--- src/rtl/ps2_key_fifo_if.sv ---
// ps2_key_fifo_if
//   Read-side bundle of the PS/2 key FIFO.
//   rd_en      : consumer pops the head entry (ignored when empty)
//   valido     : FIFO not empty
//   traduccion : 7-bit ASCII at the FIFO head, 0 when empty
//   brk        : head entry is a key release
//   modport master : the key FIFO (drives the head, receives rd_en)
//   modport slave  : the consumer
interface ps2_key_fifo_if;
    logic       rd_en;
    logic       valido;
    logic [6:0] traduccion;
    logic       brk;

    modport master (input rd_en, output valido, traduccion, brk);
    modport slave  (output rd_en, input valido, traduccion, brk);
endinterface

--- src/rtl/ps2_key_fifo.sv ---
// ps2_key_fifo
//   PS/2 keyboard front end: synchronises and deglitches ps2c, receives
//   11-bit frames (start/odd parity/stop checked), tracks E0/F0 prefixes,
//   translates scan code set 2 make codes to ASCII and queues them.
//   Optional feature macro: PS2_BREAK_REPORT_EN (queue releases with brk=1).
// Ports
//   clk, reset      : system clock, asynchronous active-low reset
//   ps2d, ps2c      : PS/2 data/clock (asynchronous)
//   rx_en           : receiver enable, sampled in IDLE only
//   key             : FIFO read side (rd_en, valido, traduccion, brk)
//   iniciar         : one-cycle pulse on Enter make
//   terminar        : one-cycle pulse on Esc make
//   frame_err       : one-cycle pulse on bad start/parity/stop or timeout
//   overflow        : one-cycle pulse when a full FIFO drops an entry
module ps2_key_fifo #(
    parameter int unsigned FIFO_DEPTH  = 8,
    parameter int unsigned FILTER_LEN  = 8,
    parameter int unsigned TIMEOUT_CYC = 50000
) (
    input  logic           clk,
    input  logic           reset,
    input  logic           ps2d,
    input  logic           ps2c,
    input  logic           rx_en,
    ps2_key_fifo_if.master key,
    output logic           iniciar,
    output logic           terminar,
    output logic           frame_err,
    output logic           overflow
);
    localparam int unsigned FW = $clog2(FILTER_LEN) + 1;
    localparam int unsigned TW = $clog2(TIMEOUT_CYC) + 1;
    localparam int unsigned AW = $clog2(FIFO_DEPTH);
`ifdef PS2_BREAK_REPORT_EN
    localparam int unsigned EW = 8;
`else
    localparam int unsigned EW = 7;
`endif

    // ---------------- input conditioning ----------------
    logic [1:0]    c_sync, d_sync;
    logic          filt, fall;
    logic [FW-1:0] fcnt;
    logic          din;

    assign din = d_sync[1];

    always_ff @(posedge clk or negedge reset) begin
        if (!reset) begin
            c_sync <= '1;
            d_sync <= '1;
            filt   <= 1'b1;
            fcnt   <= '0;
            fall   <= 1'b0;
        end else begin
            c_sync <= {c_sync[0], ps2c};
            d_sync <= {d_sync[0], ps2d};
            fall   <= 1'b0;
            // fcnt counts consecutive samples that differ from the filtered level
            if (c_sync[1] == filt) begin
                fcnt <= '0;
            end else if (fcnt == FW'(FILTER_LEN - 1)) begin
                filt <= c_sync[1];
                fcnt <= '0;
                fall <= filt;
            end else begin
                fcnt <= fcnt + 1'b1;
            end
        end
    end

    // ---------------- receiver FSM ----------------
    typedef enum logic [1:0] {S_IDLE, S_DATA, S_PAR, S_STOP} rx_state_t;

    rx_state_t     state, state_n;
    logic [7:0]    sr, sr_n;
    logic [2:0]    bcnt, bcnt_n;
    logic          par, par_n;
    logic [TW-1:0] tcnt, tcnt_n;
    logic          rdy_n, err_n, byte_rdy;

    always_ff @(posedge clk or negedge reset) begin
        if (!reset) begin
            state     <= S_IDLE;
            sr        <= '0;
            bcnt      <= '0;
            par       <= 1'b0;
            tcnt      <= '0;
            byte_rdy  <= 1'b0;
            frame_err <= 1'b0;
        end else begin
            state     <= state_n;
            sr        <= sr_n;
            bcnt      <= bcnt_n;
            par       <= par_n;
            tcnt      <= tcnt_n;
            byte_rdy  <= rdy_n;
            frame_err <= err_n;
        end
    end

    always_comb begin
        state_n = state;
        sr_n    = sr;
        bcnt_n  = bcnt;
        par_n   = par;
        rdy_n   = 1'b0;
        err_n   = 1'b0;
        tcnt_n  = (fall || state == S_IDLE) ? '0 : tcnt + 1'b1;
        unique case (state)
            S_IDLE: if (fall && rx_en) begin
                if (!din) begin
                    state_n = S_DATA;
                    bcnt_n  = '0;
                end else begin
                    err_n = 1'b1;
                end
            end
            S_DATA: if (fall) begin
                sr_n   = {din, sr[7:1]};
                bcnt_n = bcnt + 1'b1;
                if (bcnt == 3'd7) state_n = S_PAR;
            end
            S_PAR: if (fall) begin
                par_n   = din;
                state_n = S_STOP;
            end
            S_STOP: if (fall) begin
                state_n = S_IDLE;
                if ((^sr ^ par) && din) rdy_n = 1'b1;
                else                    err_n = 1'b1;
            end
            default: state_n = S_IDLE;
        endcase
        if (state != S_IDLE && !fall && tcnt == TW'(TIMEOUT_CYC - 1)) begin
            state_n = S_IDLE;
            tcnt_n  = '0;
            err_n   = 1'b1;
        end
    end

    // ---------------- decoder ----------------
    // Returns {hit, ascii}; hit=0 for unmapped codes.
    function automatic logic [7:0] map_set2(input logic [7:0] sc);
        logic [6:0] a;
        logic       hit;
        hit = 1'b1;
        unique case (sc)
            8'h1C: a = 7'h41; 8'h32: a = 7'h42; 8'h21: a = 7'h43; 8'h23: a = 7'h44;
            8'h24: a = 7'h45; 8'h2B: a = 7'h46; 8'h34: a = 7'h47; 8'h33: a = 7'h48;
            8'h43: a = 7'h49; 8'h3B: a = 7'h4A; 8'h42: a = 7'h4B; 8'h4B: a = 7'h4C;
            8'h3A: a = 7'h4D; 8'h31: a = 7'h4E; 8'h44: a = 7'h4F; 8'h4D: a = 7'h50;
            8'h15: a = 7'h51; 8'h2D: a = 7'h52; 8'h1B: a = 7'h53; 8'h2C: a = 7'h54;
            8'h3C: a = 7'h55; 8'h2A: a = 7'h56; 8'h1D: a = 7'h57; 8'h22: a = 7'h58;
            8'h35: a = 7'h59; 8'h1A: a = 7'h5A;
            8'h45: a = 7'h30; 8'h16: a = 7'h31; 8'h1E: a = 7'h32; 8'h26: a = 7'h33;
            8'h25: a = 7'h34; 8'h2E: a = 7'h35; 8'h36: a = 7'h36; 8'h3D: a = 7'h37;
            8'h3E: a = 7'h38; 8'h46: a = 7'h39;
            8'h29: a = 7'h20; 8'h5A: a = 7'h0D; 8'h76: a = 7'h1B; 8'h66: a = 7'h08;
            default: begin a = 7'h00; hit = 1'b0; end
        endcase
        return {hit, a};
    endfunction

    logic       ext, brk_p;
    logic [7:0] lookup;
    logic       push;
    logic [6:0] push_code;
`ifdef PS2_BREAK_REPORT_EN
    logic       push_brk;
`endif

    always_comb begin
        lookup = '0;
        if (ext) begin
            if (sr == 8'h5A) lookup = {1'b1, 7'h0D};
        end else begin
            lookup = map_set2(sr);
        end
    end

    always_ff @(posedge clk or negedge reset) begin
        if (!reset) begin
            ext       <= 1'b0;
            brk_p     <= 1'b0;
            push      <= 1'b0;
            push_code <= '0;
            iniciar   <= 1'b0;
            terminar  <= 1'b0;
`ifdef PS2_BREAK_REPORT_EN
            push_brk  <= 1'b0;
`endif
        end else begin
            push     <= 1'b0;
            iniciar  <= 1'b0;
            terminar <= 1'b0;
            if (byte_rdy) begin
                if (sr == 8'hE0) begin
                    ext <= 1'b1;
                end else if (sr == 8'hF0) begin
                    brk_p <= 1'b1;
                end else begin
                    ext   <= 1'b0;
                    brk_p <= 1'b0;
                    if (lookup[7]) begin
                        push_code <= lookup[6:0];
`ifdef PS2_BREAK_REPORT_EN
                        push_brk  <= brk_p;
                        push      <= 1'b1;
`else
                        push      <= !brk_p;
`endif
                        iniciar   <= !brk_p && lookup[6:0] == 7'h0D;
                        terminar  <= !brk_p && lookup[6:0] == 7'h1B;
                    end
                end
            end
        end
    end

    // ---------------- FIFO ----------------
    logic [EW-1:0] mem [FIFO_DEPTH];
    logic [AW:0]   wp, rp;
    logic          empty, full, pop, wr;
    logic [EW-1:0] head, entry;

`ifdef PS2_BREAK_REPORT_EN
    assign entry = {push_brk, push_code};
`else
    assign entry = push_code;
`endif

    assign empty = (wp == rp);
    assign full  = (wp[AW] != rp[AW]) && (wp[AW-1:0] == rp[AW-1:0]);
    assign pop   = key.rd_en && !empty;
    // A simultaneous pop frees the slot, so a push into a full FIFO still lands.
    assign wr    = push && (!full || pop);
    assign head  = mem[rp[AW-1:0]];

    always_ff @(posedge clk) begin
        if (wr) mem[wp[AW-1:0]] <= entry;
    end

    always_ff @(posedge clk or negedge reset) begin
        if (!reset) begin
            wp       <= '0;
            rp       <= '0;
            overflow <= 1'b0;
        end else begin
            overflow <= push && full && !pop;
            if (wr)  wp <= wp + 1'b1;
            if (pop) rp <= rp + 1'b1;
        end
    end

    assign key.valido     = !empty;
    assign key.traduccion = empty ? '0 : head[6:0];
`ifdef PS2_BREAK_REPORT_EN
    assign key.brk        = !empty && head[EW-1];
`else
    assign key.brk        = 1'b0;
`endif
endmodule

--- src/flat_wrapper.sv ---
// flat-port wrapper written by rule: the top's interface ports become plain ports
module ps2_key_fifo_flat 
#(
    parameter int unsigned FIFO_DEPTH  = 8,
    parameter int unsigned FILTER_LEN  = 8,
    parameter int unsigned TIMEOUT_CYC = 50000
)
  (clk, reset, ps2d, ps2c, rx_en, iniciar, terminar, frame_err, overflow, key_rd_en, key_valido, key_traduccion, key_brk);
  ps2_key_fifo_if key_i ();
  input  logic clk;
  input  logic reset;
  input  logic ps2d;
  input  logic ps2c;
  input  logic rx_en;
  output logic iniciar;
  output logic terminar;
  output logic frame_err;
  output logic overflow;
  input wire logic [$bits(key_i.rd_en)-1:0] key_rd_en;
  output wire logic [$bits(key_i.valido)-1:0] key_valido;
  output wire logic [$bits(key_i.traduccion)-1:0] key_traduccion;
  output wire logic [$bits(key_i.brk)-1:0] key_brk;
  assign key_i.rd_en = key_rd_en;
  assign key_valido = key_i.valido;
  assign key_traduccion = key_i.traduccion;
  assign key_brk = key_i.brk;
  ps2_key_fifo #(.FIFO_DEPTH(FIFO_DEPTH), .FILTER_LEN(FILTER_LEN), .TIMEOUT_CYC(TIMEOUT_CYC)) u_core (.clk(clk), .reset(reset), .ps2d(ps2d), .ps2c(ps2c), .rx_en(rx_en), .key(key_i), .iniciar(iniciar), .terminar(terminar), .frame_err(frame_err), .overflow(overflow));
endmodule
--- config.mk ---
export PLATFORM = sky130hd
export DESIGN_NAME = ps2_key_fifo_flat
export DESIGN_NICKNAME = d
export VERILOG_FILES = /design/src/rtl/ps2_key_fifo_if.sv /design/src/rtl/ps2_key_fifo.sv /design/src/flat_wrapper.sv
export SDC_FILE = /design/constraint.sdc
export NUM_CORES = 1
export LEC_CHECK = 0
export ABC_AREA = 1
export CORE_ASPECT_RATIO = 1.4
export CORE_UTILIZATION = 41
export DETAILED_ROUTE_END_ITERATION = 7
export PLACE_DENSITY = 0.61
export SYNTH_ARGS = -nofsm -noshare
export SYNTH_HDL_FRONTEND = slang
export SYNTH_SLANG_ARGS = --single-unit
export TNS_END_PERCENT = 5
--- constraint.sdc ---
create_clock -name clk -period 2.2 [get_ports clk]
set_input_delay 0.44 -clock clk [delete_from_list [all_inputs] [get_ports clk]]
set_output_delay 0.44 -clock clk [all_outputs]
set_load 0.02 [all_outputs]
* Word level (Yosys, flattened, before mapping)
Memory sizes are Yosys's and may differ from the RTL's.
Cells that the tools add are included.
** Cells by class
- Add/sub/neg operators :: 5
- Multiply operators :: 0
- Div/mod/pow operators :: 0
- Order comparisons :: 0
- Equality and inequality tests :: 64
- Shifts and indexed selects :: 0
- Mux-type cells :: 49
- Bitwise gates (word level) :: 4
- Reduce and logical (&&, ||, !) cells :: 31
** Operators by type and width (count)
- $pmux 7 s40 :: 1
- $eq 8x6->1 const B :: 23
- $eq 8x7->1 const B :: 10
- $eq 8x5->1 const B :: 7
- $reduce_or 40->1 :: 1
- $mux 17 :: 2
- $mux 1 :: 28
- $add 17x1->17 const B :: 1
- $eq 17x16->1 const B :: 1
- $eq 8x8->1 const B :: 2
- $mux 8 :: 2
- $mux 2 :: 7
- $add 4x1->4 const B :: 3
- $ne 3x1->1 const B :: 4
- $logic_and 1x1->1 :: 11
- $reduce_and 2->1 :: 5
- $mux 3 :: 3
- $mux 4 :: 2
- $pmux 2 s4 :: 1
- $reduce_and 4->1 :: 2
- $reduce_xor 8->1 :: 1
- $eq 7x4->1 const B :: 1
- $eq 7x5->1 const B :: 1
- $mux 7 :: 1
- other kinds (21) :: 33
** Word-level totals
- Register bits after elaboration :: 64
- Latch bits :: 0
- Bits in writable memories :: 56
- Memory bits (read-only) :: 0
- Input bits :: 6
- Output and inout bits :: 13
- Word-level logic and storage cells :: 175
- Memories :: 1
** Memories
- u_core.mem :: depth 8, width 7, read ports 1, clocked after Yosys merged registers in 0, wr ports 1, RTL line ps2_key_fifo.sv:222 : logic [EW-1:0] mem [FIFO_DEPTH];

* Depth between registers and ports, before layout
- Depth after elaboration :: 10
- Mapped depth :: 14
- Gate-level depth less buffers :: 14

* Worst setup path after synthesis
No wires, ideal clock.
- Path type :: register -> output
- From :: reg u_core.rp[0]
- To :: out key_traduccion[5]
- Arrival time :: 1.548 ns
- Data required time :: 1.760 ns
- Path slack :: 0.212 ns
- Stages on the path, launching flop included :: 7
- Buffers on the path :: 2
- Path through :: dfrtp_1 > clkbuf_1 > clkbuf_1 > nor2_1 > o22ai_1 > o21ai_0 > a31oi_1
** On the way
- Word-level cells in the longest chain between the ends :: 2
- Elaborated cells on any way between the ends :: 3
- Classes of those cells :: eq/ne (1); mux (1); memory (1)
** Ends and longest elaborated chain
- start: declaration :: RTL line ps2_key_fifo.sv:223 : logic [AW:0] wp, rp;
- start signal: assignment :: RTL line ps2_key_fifo.sv:252 : if (pop) rp <= rp + 1'b1;
- $mem_v2 8x7 or $eq 4x4->1 (tied branches)
- $mux 7 * :: RTL line ps2_key_fifo.sv:257 : assign key.traduccion = empty ? '0 : head[6:0];
- end: declaration :: RTL line flat_wrapper.sv:21 : output wire logic [$bits(key_i.traduccion)-1:0] key_traduccion;
Mark *: on every way between the ends. The rest lies on a longest branch, timed or not.

* Final worst setup path
- From :: reg u_core.rp[0]
- To :: out key_traduccion[4]
Same word-level chain as after synthesis.

==> out/metrics.csv <==
metric;value;unit
setup.worst_path.class;register to primary output;
wl;14800;µm
fillCellCount;1419;
crit_end;key_traduccion[4];
htree_levels;4;
core-area;0.0150;mm²
syn_area;0.00625;mm²
clk_pin_slew_worst_paths;50;ps
drt_iter0_drc;262;
dp_cells;957;
r2r_slack;50;ps
synth.avg_cell_area;8.68;µm²
fmax;0.447;GHz
r2r_cells;13;
multi_input_area;0.00270;mm²
fin_hold_ws;37.7;ps
yosys.area_share.adder;0.0501;
nNetsFinal;819;
synthCells;720;
peakVddDrop;0.847;mV
routedWlPerCell;14.9;µm
via_per_inst;5.08;
cts.sinks;120;
antenna_found_initial;0;
io_pins;19;
startpoint;u_core.rp[0];
most-common-layout-cells;162 x nor2_1, 124 x nand2_1, 64 x inv_1, 58 x dfrtp_1, 56 x edfxtp_1;
violations;setup timing;
netlist_top_cells_area;edfxtp_1 27%, dfrtp_1 24%, nor2_1 10%;
synth_xor_area_frac;0.0294;
ys_seq_elements;120;
synth_nets;751;
hold_viol;0;
p_total;0.00780;W
synth_compound_area_frac;0.0877;
synth.distinct_cells;37;
cts_buffers;17;
vias;5047;
overflow;0;
cp.required;1760;ps
ant_nets;0;
worst_r2r_endpoint;u_core.terminar;
routabilityCongestion;0.987;
setup_ws;-35.1;ps
seqCellArea;0.00329;mm²
cap_violations;0;
antenna_cells;0;
die_area;0.0157;mm²
synthMuxAreaShare;0;
synth_edf_count;56;
slew_headroom;0.617;
io_buffers;17;
p_leak;3.65;nW
timing.final.crit_period;2240;ps
cp_max_fo;8;
grt_pass1_wl;23700;µm
rows;53;
drive_above_1_share;0.176;
status;finished with violations;
hold_buffers;0;
die_h;148;µm
layout_commonest_cell;nor2_1;
start_util;0.417;
worstMarginPinSlew;574;ps
worstPathArrival;1800;ps
syn_to_final_growth;23.3;%
drc;0;
grt_setup_unrepaired;yes;
yosysWarnings;0;
netlist.area_leader.share;0.269;
final_cells;993;
cp-start-kind;register;
skew;7.47;ps
clkLatencyLatePin;410;ps
cts_root_buffer;clkbuf_16;
yosys.area.top_type;edfxtp_1;
min_path_type;input port to async pin;
synth_top_family_by_area;simple AND/OR/NAND/NOR gates;
async_flop_share;0.533;
worst_r2r_startpoint;u_core.sr[2];
grt_max_degree;65;
ys.flop_type;dfrtp_1;
cts_tree;built;
fin_crit_sh;1.02;
ys_seq_area_frac;0.526;
clock_path_buffers;2;
die_w;106;µm
power_density;1010;mW/mm²
yosys.area_share.simple;0.253;
grt_usage;0.196;
grt_pass1_vias;4958;
maxSlewViolCount;0;
setup_viol;7;
first_pass_iters;5;
dp_hpwl;10900;µm
endpoint_kind;primary output;
## what timing repair did
item / CTS / global route
resized for setup: 46 / 42
endpoints found under the setup margin: 14 / 18
cloned: 0 / 3
pin swaps: 0 / 4
buffers inserted: 0 / 1
## metal layers
layer | part of all wire | up-vias | track usage | wire length, µm
met5 | 0 | - | 0 | 0
met4 | 0.027 | 0 | 0.0917 | 394
met3 | 0.032 | 29 | 0.0346 | 468
met2 | 0.54 | 126 | 0.366 | 8040
met1 | 0.40 | 2387 | 0.212 | 5880
li1 | - | 2505 | - | -
## how the worst min path moves through the flow
| stage | slack, ps | endpoint | depth (start not counted) |
|---|---|---|---|
| global route | 60 | u_core.fcnt[1] | 2 |
| CTS | 50 | u_core.fcnt[1] | 2 |
| global placement | 350 | u_core.d_sync[1] | 0 |
| detailed placement | 350 | u_core.c_sync[1] | 0 |
| floorplan | 140 | u_core.bcnt[0] | 0 |
| finish | 40 | u_core.fcnt[1] | 2 |
## final cells by class
cell class	instances	share of cell area
inverter	70	0.0357
clock inverter	15	0.0292
clock buffer	17	0.0552
timing repair buffer	62	0.0708
sequential	120	0.427
tap	192	0.0312
multi-input combinational	517	0.351
## cell usage after synthesis, types with 11 or more instances
cell	count
ha_1	25
clkbuf_1	11
xor2_1	17
nor2_1	167
nand3_1	31
a21oi_1	11
edfxtp_1	56
nand2_1	131
dfrtp_1	59
o21ai_0	56
inv_1	66
## power by group
group | internal [W] | total (W) | switching (W)
registers | 0.00249 | 0.00261 | 0.000121
clock network | 0.00201 | 0.00303 | 0.00102
logic | 0.000907 | 0.00215 | 0.00124
total | 0.00541 | 0.00780 | 0.00238
## registers in the layout, summed over array words and instances, names as in the netlist, 2 cells and up
| register | flops |
|---|---|
| u_core.sr | 8 |
| u_core.mem | 56 |
| u_core.bcnt | 3 |
| u_core.wp | 4 |
| u_core.entry | 7 |
| u_core.c_sync | 2 |
| u_core.tcnt | 17 |
| u_core.rp | 4 |
| u_core.state | 2 |
| u_core.d_sync | 2 |
| u_core.fcnt | 4 |
## worst max-delay path: stages (launching register included)
cell and delay (ps):
dfrtp_2 450, buf_6 140, nand2_2 50, nand4_1 80
nor2_2 190, nand2_4 120, o21ai_0 110, a31oi_1 60
buf_2 190
## cell families (layout without fill, tap and decap cells)
logic type | after synthesis | count (layout)
xor+xnor | 21 | 21
simple gates | 373 | 373
fa+ha+maj | 25 | 25
flops | 120 | 120
other cells | 1 | 1
buf+inv | 83 | 164
compound gates | 97 | 97
## metrics by stage
step                      area, µm²  TNS (ps)  utilization  setup slack [ps]
after floorplan                6250         0            -               212
after global placement         6910      -106        0.461             -41.8
after detailed placement       6910      -451        0.461             -91.3
after CTS                      7550      -127        0.504             -60.1
after global routing           7710     -2020        0.514              -149
final                          7710      -135        0.514             -35.1
Note: power is estimated with default switching activity, not from simulation.
